===== src/rtl/timer_pkg.sv =====
// Shared definitions for the phase timer and its neighbours: FSM state
// encoding, default counter width and the named phase lengths used by the
// preset generator.
package timer_pkg;

    // Timer FSM states
    typedef enum logic [0:0] {
        IDLE = 1'b0,
        RUN  = 1'b1
    } state_t;

    // Default counter / preset width
    localparam int TIMER_W = 6;

    // Phase lengths in time units
    localparam logic [TIMER_W-1:0] PHASE_LONG  = 6'd30;
    localparam logic [TIMER_W-1:0] PHASE_MID   = 6'd15;
    localparam logic [TIMER_W-1:0] PHASE_ALT   = 6'd22;
    localparam logic [TIMER_W-1:0] PHASE_SHORT = 6'd5;

endpackage


===== src/rtl/bin2bcd.sv =====
// Combinational binary to two-digit BCD converter (shift-and-add-3).
// Correct for inputs 0..99; the timer only presents 0..63.
module bin2bcd #(
    parameter int WIDTH = 6
) (
    input  logic [WIDTH-1:0] bin,
    output logic [3:0]       tens,
    output logic [3:0]       ones
);

    logic [7:0] bcd;

    // Double-dabble: adjust each digit >= 5 before every shift of a new bit in
    always_comb begin
        bcd = 8'd0;
        for (int i = WIDTH - 1; i >= 0; i--) begin
            if (bcd[3:0] >= 4'd5) bcd[3:0] = bcd[3:0] + 4'd3;
            if (bcd[7:4] >= 4'd5) bcd[7:4] = bcd[7:4] + 4'd3;
            bcd = {bcd[6:0], bin[i]};
        end
    end

    assign tens = bcd[7:4];
    assign ones = bcd[3:0];

endmodule


===== src/rtl/preset_timer.sv =====
// Loadable down-counting phase timer. A load starts an interval of
// `preset` ticks; a one-cycle `done` marks its end (or an immediate zero
// preset). Define PRESET_TIMER_BCD_EN to add the bcd_tens/bcd_ones view of
// the remaining count for the seven-segment path.
module preset_timer
    import timer_pkg::*;
#(
    parameter int WIDTH = TIMER_W
) (
    input  logic             clk,
    input  logic             rst_n,
    input  logic             load,
    input  logic [WIDTH-1:0] preset,
    input  logic             tick,
    input  logic             hold,
    output logic [WIDTH-1:0] count,
    output logic             busy,
`ifdef PRESET_TIMER_BCD_EN
    output logic             done,
    output logic [3:0]       bcd_tens,
    output logic [3:0]       bcd_ones
`else
    output logic             done
`endif
);

    localparam logic [WIDTH-1:0] CNT_ONE = WIDTH'(1);

    state_t           state_q, state_d;
    logic [WIDTH-1:0] count_q, count_d;
    logic             done_q,  done_d;

    // Next-state logic: load has priority over everything, then accepted ticks
    always_comb begin
        state_d = state_q;
        count_d = count_q;
        done_d  = 1'b0;
        if (load) begin
            // A zero preset ends immediately; an aborted interval never pulses done
            if (preset != '0) begin
                count_d = preset;
                state_d = RUN;
            end else begin
                count_d = '0;
                done_d  = 1'b1;
                state_d = IDLE;
            end
        end else if (state_q == RUN && tick && !hold) begin
            // Held ticks are dropped; count never goes below zero
            if (count_q != '0) begin
                count_d = count_q - CNT_ONE;
            end
            if (count_q == CNT_ONE || count_q == '0) begin
                done_d  = (count_q == CNT_ONE);
                state_d = IDLE;
            end
        end
    end

    // State, count and done registers with asynchronous clear
    always_ff @(posedge clk or negedge rst_n) begin
        if (!rst_n) begin
            state_q <= IDLE;
            count_q <= '0;
            done_q  <= 1'b0;
        end else begin
            state_q <= state_d;
            count_q <= count_d;
            done_q  <= done_d;
        end
    end

    assign count = count_q;
    assign busy  = (state_q == RUN);
    assign done  = done_q;

`ifdef PRESET_TIMER_BCD_EN
    bin2bcd #(
        .WIDTH (WIDTH)
    ) u_bin2bcd (
        .bin  (count_q),
        .tens (bcd_tens),
        .ones (bcd_ones)
    );
`endif

endmodule


===== config.mk =====
export PLATFORM = sky130hd
export DESIGN_NAME = preset_timer
export DESIGN_NICKNAME = d
export VERILOG_FILES = /design/src/rtl/timer_pkg.sv /design/src/rtl/bin2bcd.sv /design/src/rtl/preset_timer.sv
export SDC_FILE = /design/constraint.sdc
export NUM_CORES = 1
export LEC_CHECK = 0
export BUFFER_PORTS_ARGS = -buffer_cell sky130_fd_sc_hd__buf_2
export CAP_MARGIN = 20
export CORE_UTILIZATION = 40
export CTS_BUF_LIST = sky130_fd_sc_hd__clkbuf_16
export DETAILED_ROUTE_END_ITERATION = 6
export GPL_TIMING_DRIVEN = 0
export PLACE_DENSITY = 0.65
export SYNTH_ARGS = -nofsm -noshare
export SYNTH_HDL_FRONTEND = slang
export SYNTH_HIERARCHICAL = 1
export SYNTH_SLANG_ARGS = --single-unit

===== constraint.sdc =====
create_clock -name clk -period 1.94 [get_ports clk]
set_input_delay 0.388 -clock clk [delete_from_list [all_inputs] [get_ports clk]]
set_output_delay 0.388 -clock clk [all_outputs]
set_load 0.02 [all_outputs]

# Yosys cells after proc, flatten, opt, wreduce, memory -nomap -nowiden
# Cells that the tools add are included.
# totals
regBits	8
latchBits	0
mem_bits_rw	0
romBits	0
out_inout_bits	8
memories	0
# op_classes
n_addsub	1
n_mul	0
n_div	0
magnitude_cmp	0
n_eq_ne	1
shift	0
n_mux	12
bitwise	0
reduce_logical	12
# op_table
op	n
6-bit two-way mux	4
6-bit nonzero test	2
1-bit two-way mux	8
6-bit by 1-bit equality test with 1-bit output (second input constant)	1
6-bit logical NOT	1
2-bit nonzero test	3
6-bit by 1-bit subtractor with 6-bit output (second input constant)	1
2-bit AND reduction	2
1-bit logical AND	2
1-bit logical NOT	1
1-bit logical OR	1

# Longest topological paths before layout
# depth
ltp_word	5
ltp_mapped	5
depth_no_buf	5

# Worst setup path after synthesis
# Ideal clock, no wire load.
# synth_timing
path_type	register to register
from	register count_q[0], in the netlist count[0]
to	register count_q[1], in the netlist count[1]
setup_ns	0.092
arrival_time_ns	1.642
t_required_ns	1.848
setup_slack_ns	0.206
path_stages_with_launch	6
n_path_buf	0
period_less_slack_ns	1.734
path_cell_list	dfrtp_1 inv_1 ha_1 or4b_4 o211a_1 o31ai_2
# synth_between
elab_chain_len	4
# synth_rtl
item	line	text
start: declaration	preset_timer.sv:30	logic [WIDTH-1:0] count_q, count_d;
start signal: assignment	preset_timer.sv:68	count_q <= count_d;
6-bit by 1-bit subtractor with 6-bit output	preset_timer.sv:51	count_d = count_q - CNT_ONE;
6-bit two-way mux	preset_timer.sv:50	if (count_q != '0) begin
6-bit two-way mux	preset_timer.sv:48	end else if (state_q == RUN && tick && !hold) begin
6-bit two-way mux	preset_timer.sv:38	if (load) begin
# Parallel ways exist; a longest one is shown, timed or not. The select of a mux whose other input is x is not followed.
# A chain may end at the register's enable or synchronous reset.

# Worst setup path after layout
# Same ends and word-level chain as after synthesis.

==> summary.txt <==
Hold path
  – Worst hold path class: in2async

Timing
  – Unrepaired setup endpoints after global routing: no
  – FMAX: between 0.5 and 0.6 GHz
  – Setup ws final: approximately 180 ps
  – Final setup fails: 0
  – Fin Clk Skew: 1.29 ps
  – Setup_tns: 0 ps
  – Slew headroom: between 60% and 70%
  – Slew at the pin with the worst max-slew slack: 541 ps
  – Period utilization: between 90% and 100%
  – Final count of pins violating max slew: 0
  – WHS: -1.57 ps
  – Final Hold Viols: 6
  – Tmin final: about 1800 ps

Run
  – Max-Cap Viols: 0

Critical path
  – CP endpoint kind: flip-flop
  – Largest fanout on the critical path: 6
  – Reg2reg end: count[1]$_DFFE_PN0P_
  – Crit path kind: reg2reg
  – Startpoint Class: flip-flop
  – Slowest CP cell: or4b_4
  – CP arrival: ~1900 ps
  – CP max stage delay: just over 500 ps
  – Worst path cell trace: inv_1 -> ha_1 -> or4b_4 -> o211a_1 -> o31ai_2
  – R2R Setup Slk: 180 ps
  – Reg2Reg Depth: 5
  – Worst endpoint required time: approximately 2100 ps
  – Reg-to-Reg Start: count[0]$_DFFE_PN0P_

Die
  – Io pins: 19
  – Die Area: 0.00162 mm^2
  – Std cell rows: 13
  – Initial core utilization: 43.9%
  – Horiz. Die Dim: approximately 40 um
  – Core area: about 0.0013 mm^2
  – Die Y-Extent: roughly 40 um

Global routing
  – GRT overflow: 0
  – Vias in the first global route: ~520
  – Initial antenna violation count: 0
  – First-pass GRT wire length: approximately 2.3 mm
  – Largest net degree at the start of global routing: 11
  – GR Util All Layers: 23.0%

Clock tree
  – TritonCTS clock tree: built
  – Clock buffer depth: 2
  – Hold buffers post-CTS: 0
  – Num Clock Sinks: 8
  – # Post-CTS Setup Buffers: 0
  – CTS clk-pin slew, worst paths: roughly 40 ps
  – CTS root buffer: clkbuf_16
  – Cts repair resizes: 0
  – Worst skew pair latency: about 230 ps
  – Htree depth: 1
  – Cts bufs inserted: 3

Logic synthesis
  – Post-synthesis xor/xnor area fraction: 0%
  – Complex-gate fraction of the synthesized area: 19.9%
  – Multiplexer area fraction after synthesis: 0%
  – Yosys synthesis warning count: 6
  – Syn Inst Count: just over 60
  – Ys async rst share: between 90% and 100%
  – Number of synthesized flops with an enable pin: 0
  – Netlist cell types: 39
  – Simple-gate share of the synthesized area: between 30% and 40%
  – Seq/Total Area, Yosys: approximately a third
  – Largest family of logic cells by synthesized area: simple AND/OR/NAND/NOR gates
  – Cell area after synthesis: roughly 590 um^2
  – Net count after synthesis: 76
  – Adder-cell area share of the yosys netlist: under 10%
  – Synth Flop Type: dfrtp_1
  – Syn_area_per_cell: ~9.4 um^2
  – #FFs+latches synth: 8

Power
  – Peak VDD IR: roughly 0.00045 V
  – Leak: approximately 0.37 nW
  – Power Density: 908 mW/mm^2

Placement
  – Pre-CTS setup slack: approximately 190 ps
  – Post-detailed-placement half-perimeter wirelength: roughly 1.1 mm
  – GP Congestion: approximately 0.8
  – Number of port buffers: 18

Routing
  – Final WL: 1.46 mm
  – # DRC: 0
  – Avg WL per Cell: 14.8 um
  – Drt pass-1 iters: 4
  – Vias: ~600
  – Remaining antenna violation count: 0
  – Via density: 6.03
  – Iter 0 DRT Violations: 23

Run status
  – Status: complete, but fails checks
  – Failing checks: hold timing

Final layout
  – Antenna cells: 0
  – Fillers: around 120
  – Multi-input gate area: roughly 360 um^2
  – Seq. cell area: about 200 um^2
  – Nets: 99
  – Layout cell share with drive strength beyond 1: about a third
  – Synth-to-Final Area Change: 31.4%
metrics by stage:
step / cell area, um^2 / power, mW / std cells / utilization (%) / hold slack (ps)
2_1_floorplan: 586 / 0.298 / 62 / - / 92.4
3_3_place_gp: 694 / 0.350 / 95 / 52.1 / 246
3_5_place_dp: 694 / 0.350 / 95 / 52.1 / 247
4_1_cts: 769 / 0.701 / 98 / 57.7 / 3.36
5_1_grt: 769 / 0.729 / 98 / 57.7 / 18.2
6_report: 769 / 0.699 / 98 / 57.7 / -1.57
worst max-delay path, delay by kind of cell (launching register included):
| family | cells | cell delay [ps] |
|---|---|---|
| and+or+nand+nor | 1 | 510 |
| DFF | 1 | 420 |
| AOI/OAI and AO/OA | 2 | 390 |
| adders and majority gates | 1 | 230 |
| buffers and inverters | 1 | 120 |
cells in the final DEF (no fill, tap or decap), types with 3 or more instances in the layout:
cell,synthesis,final
nor2_1,3,3
nand3_1,3,3
clkbuf_16,0,3
nor3_1,3,3
buf_2,0,18
inv_1,3,3
dfrtp_1,8,8
ha_1,3,3
cell families (layout without fill, tap and decap cells):
logic type	count (synthesis)	in the layout
and+or+nand+nor	31	31
AOI/OAI and AO/OA	15	15
adders and majority gates	3	3
DFF	8	8
buffers and inverters	5	26
Yosys cell counts (all sizes together) (2+ instances only):
master | number | share of area (%)
nor3 | 3 | 2.6
or2 | 2 | 2.1
a31oi | 2 | 2.1
inv | 3 | 1.9
nor2 | 3 | 1.9
or4b | 2 | 4.1
or3 | 2 | 2.4
nor2b | 2 | 2.1
ha | 3 | 6.4
dfrtp | 8 | 34
nor4 | 2 | 2.1
o2111ai | 2 | 3.0
nand3 | 3 | 2.6
buf | 2 | 3.2
nand2 | 2 | 1.3
and3 | 2 | 2.1
power by group:
group | switching (mW) | internal, mW | total, mW
Combinational | 0.0810 | 0.0634 | 0.144
Clock | 0.0834 | 0.266 | 0.349
Sequential | 0.0227 | 0.182 | 0.205
Total | 0.187 | 0.512 | 0.699
layer usage:
layer / vias up / routed length (um) / GRT usage (%)
met5: - / 0 / 0
met4: 0 / 23 / 15.0
met3: 4 / 87 / 5.00
met2: 30 / 671 / 33.1
met1: 269 / 672 / 30.5
li1: 288 / - / -
how the worst max path moves through the flow:
stage / from / end / slack, ps / cells past startpoint
global route: count[0]$_DFFE_PN0P_ / count[1]$_DFFE_PN0P_ / 60 / 5
floorplan: count[0]$_DFFE_PN0P_ / count[1]$_DFFE_PN0P_ / 210 / 5
CTS: count[0]$_DFFE_PN0P_ / count[1]$_DFFE_PN0P_ / 180 / 5
finish: count[0]$_DFFE_PN0P_ / count[1]$_DFFE_PN0P_ / 180 / 5
detailed placement: count[0]$_DFFE_PN0P_ / count[1]$_DFFE_PN0P_ / 190 / 5
global placement: count[1]$_DFFE_PN0P_ / count[1]$_DFFE_PN0P_ / 180 / 5
layout make-up:
class | count | area share (%)
buffer | 2 | 2.44
clock buffer | 3 | 9.76
inverter | 3 | 1.46
multi-input combinational | 49 | 46.2
sequential | 8 | 26.0
tap | 15 | 2.44
timing repair buffer | 18 | 11.7
state kept, by name (all words and copies together), names as in the netlist:
register / count
done: 1
busy: 1
count: 6
No activity file was read; power rests on OpenSTA's default activity.
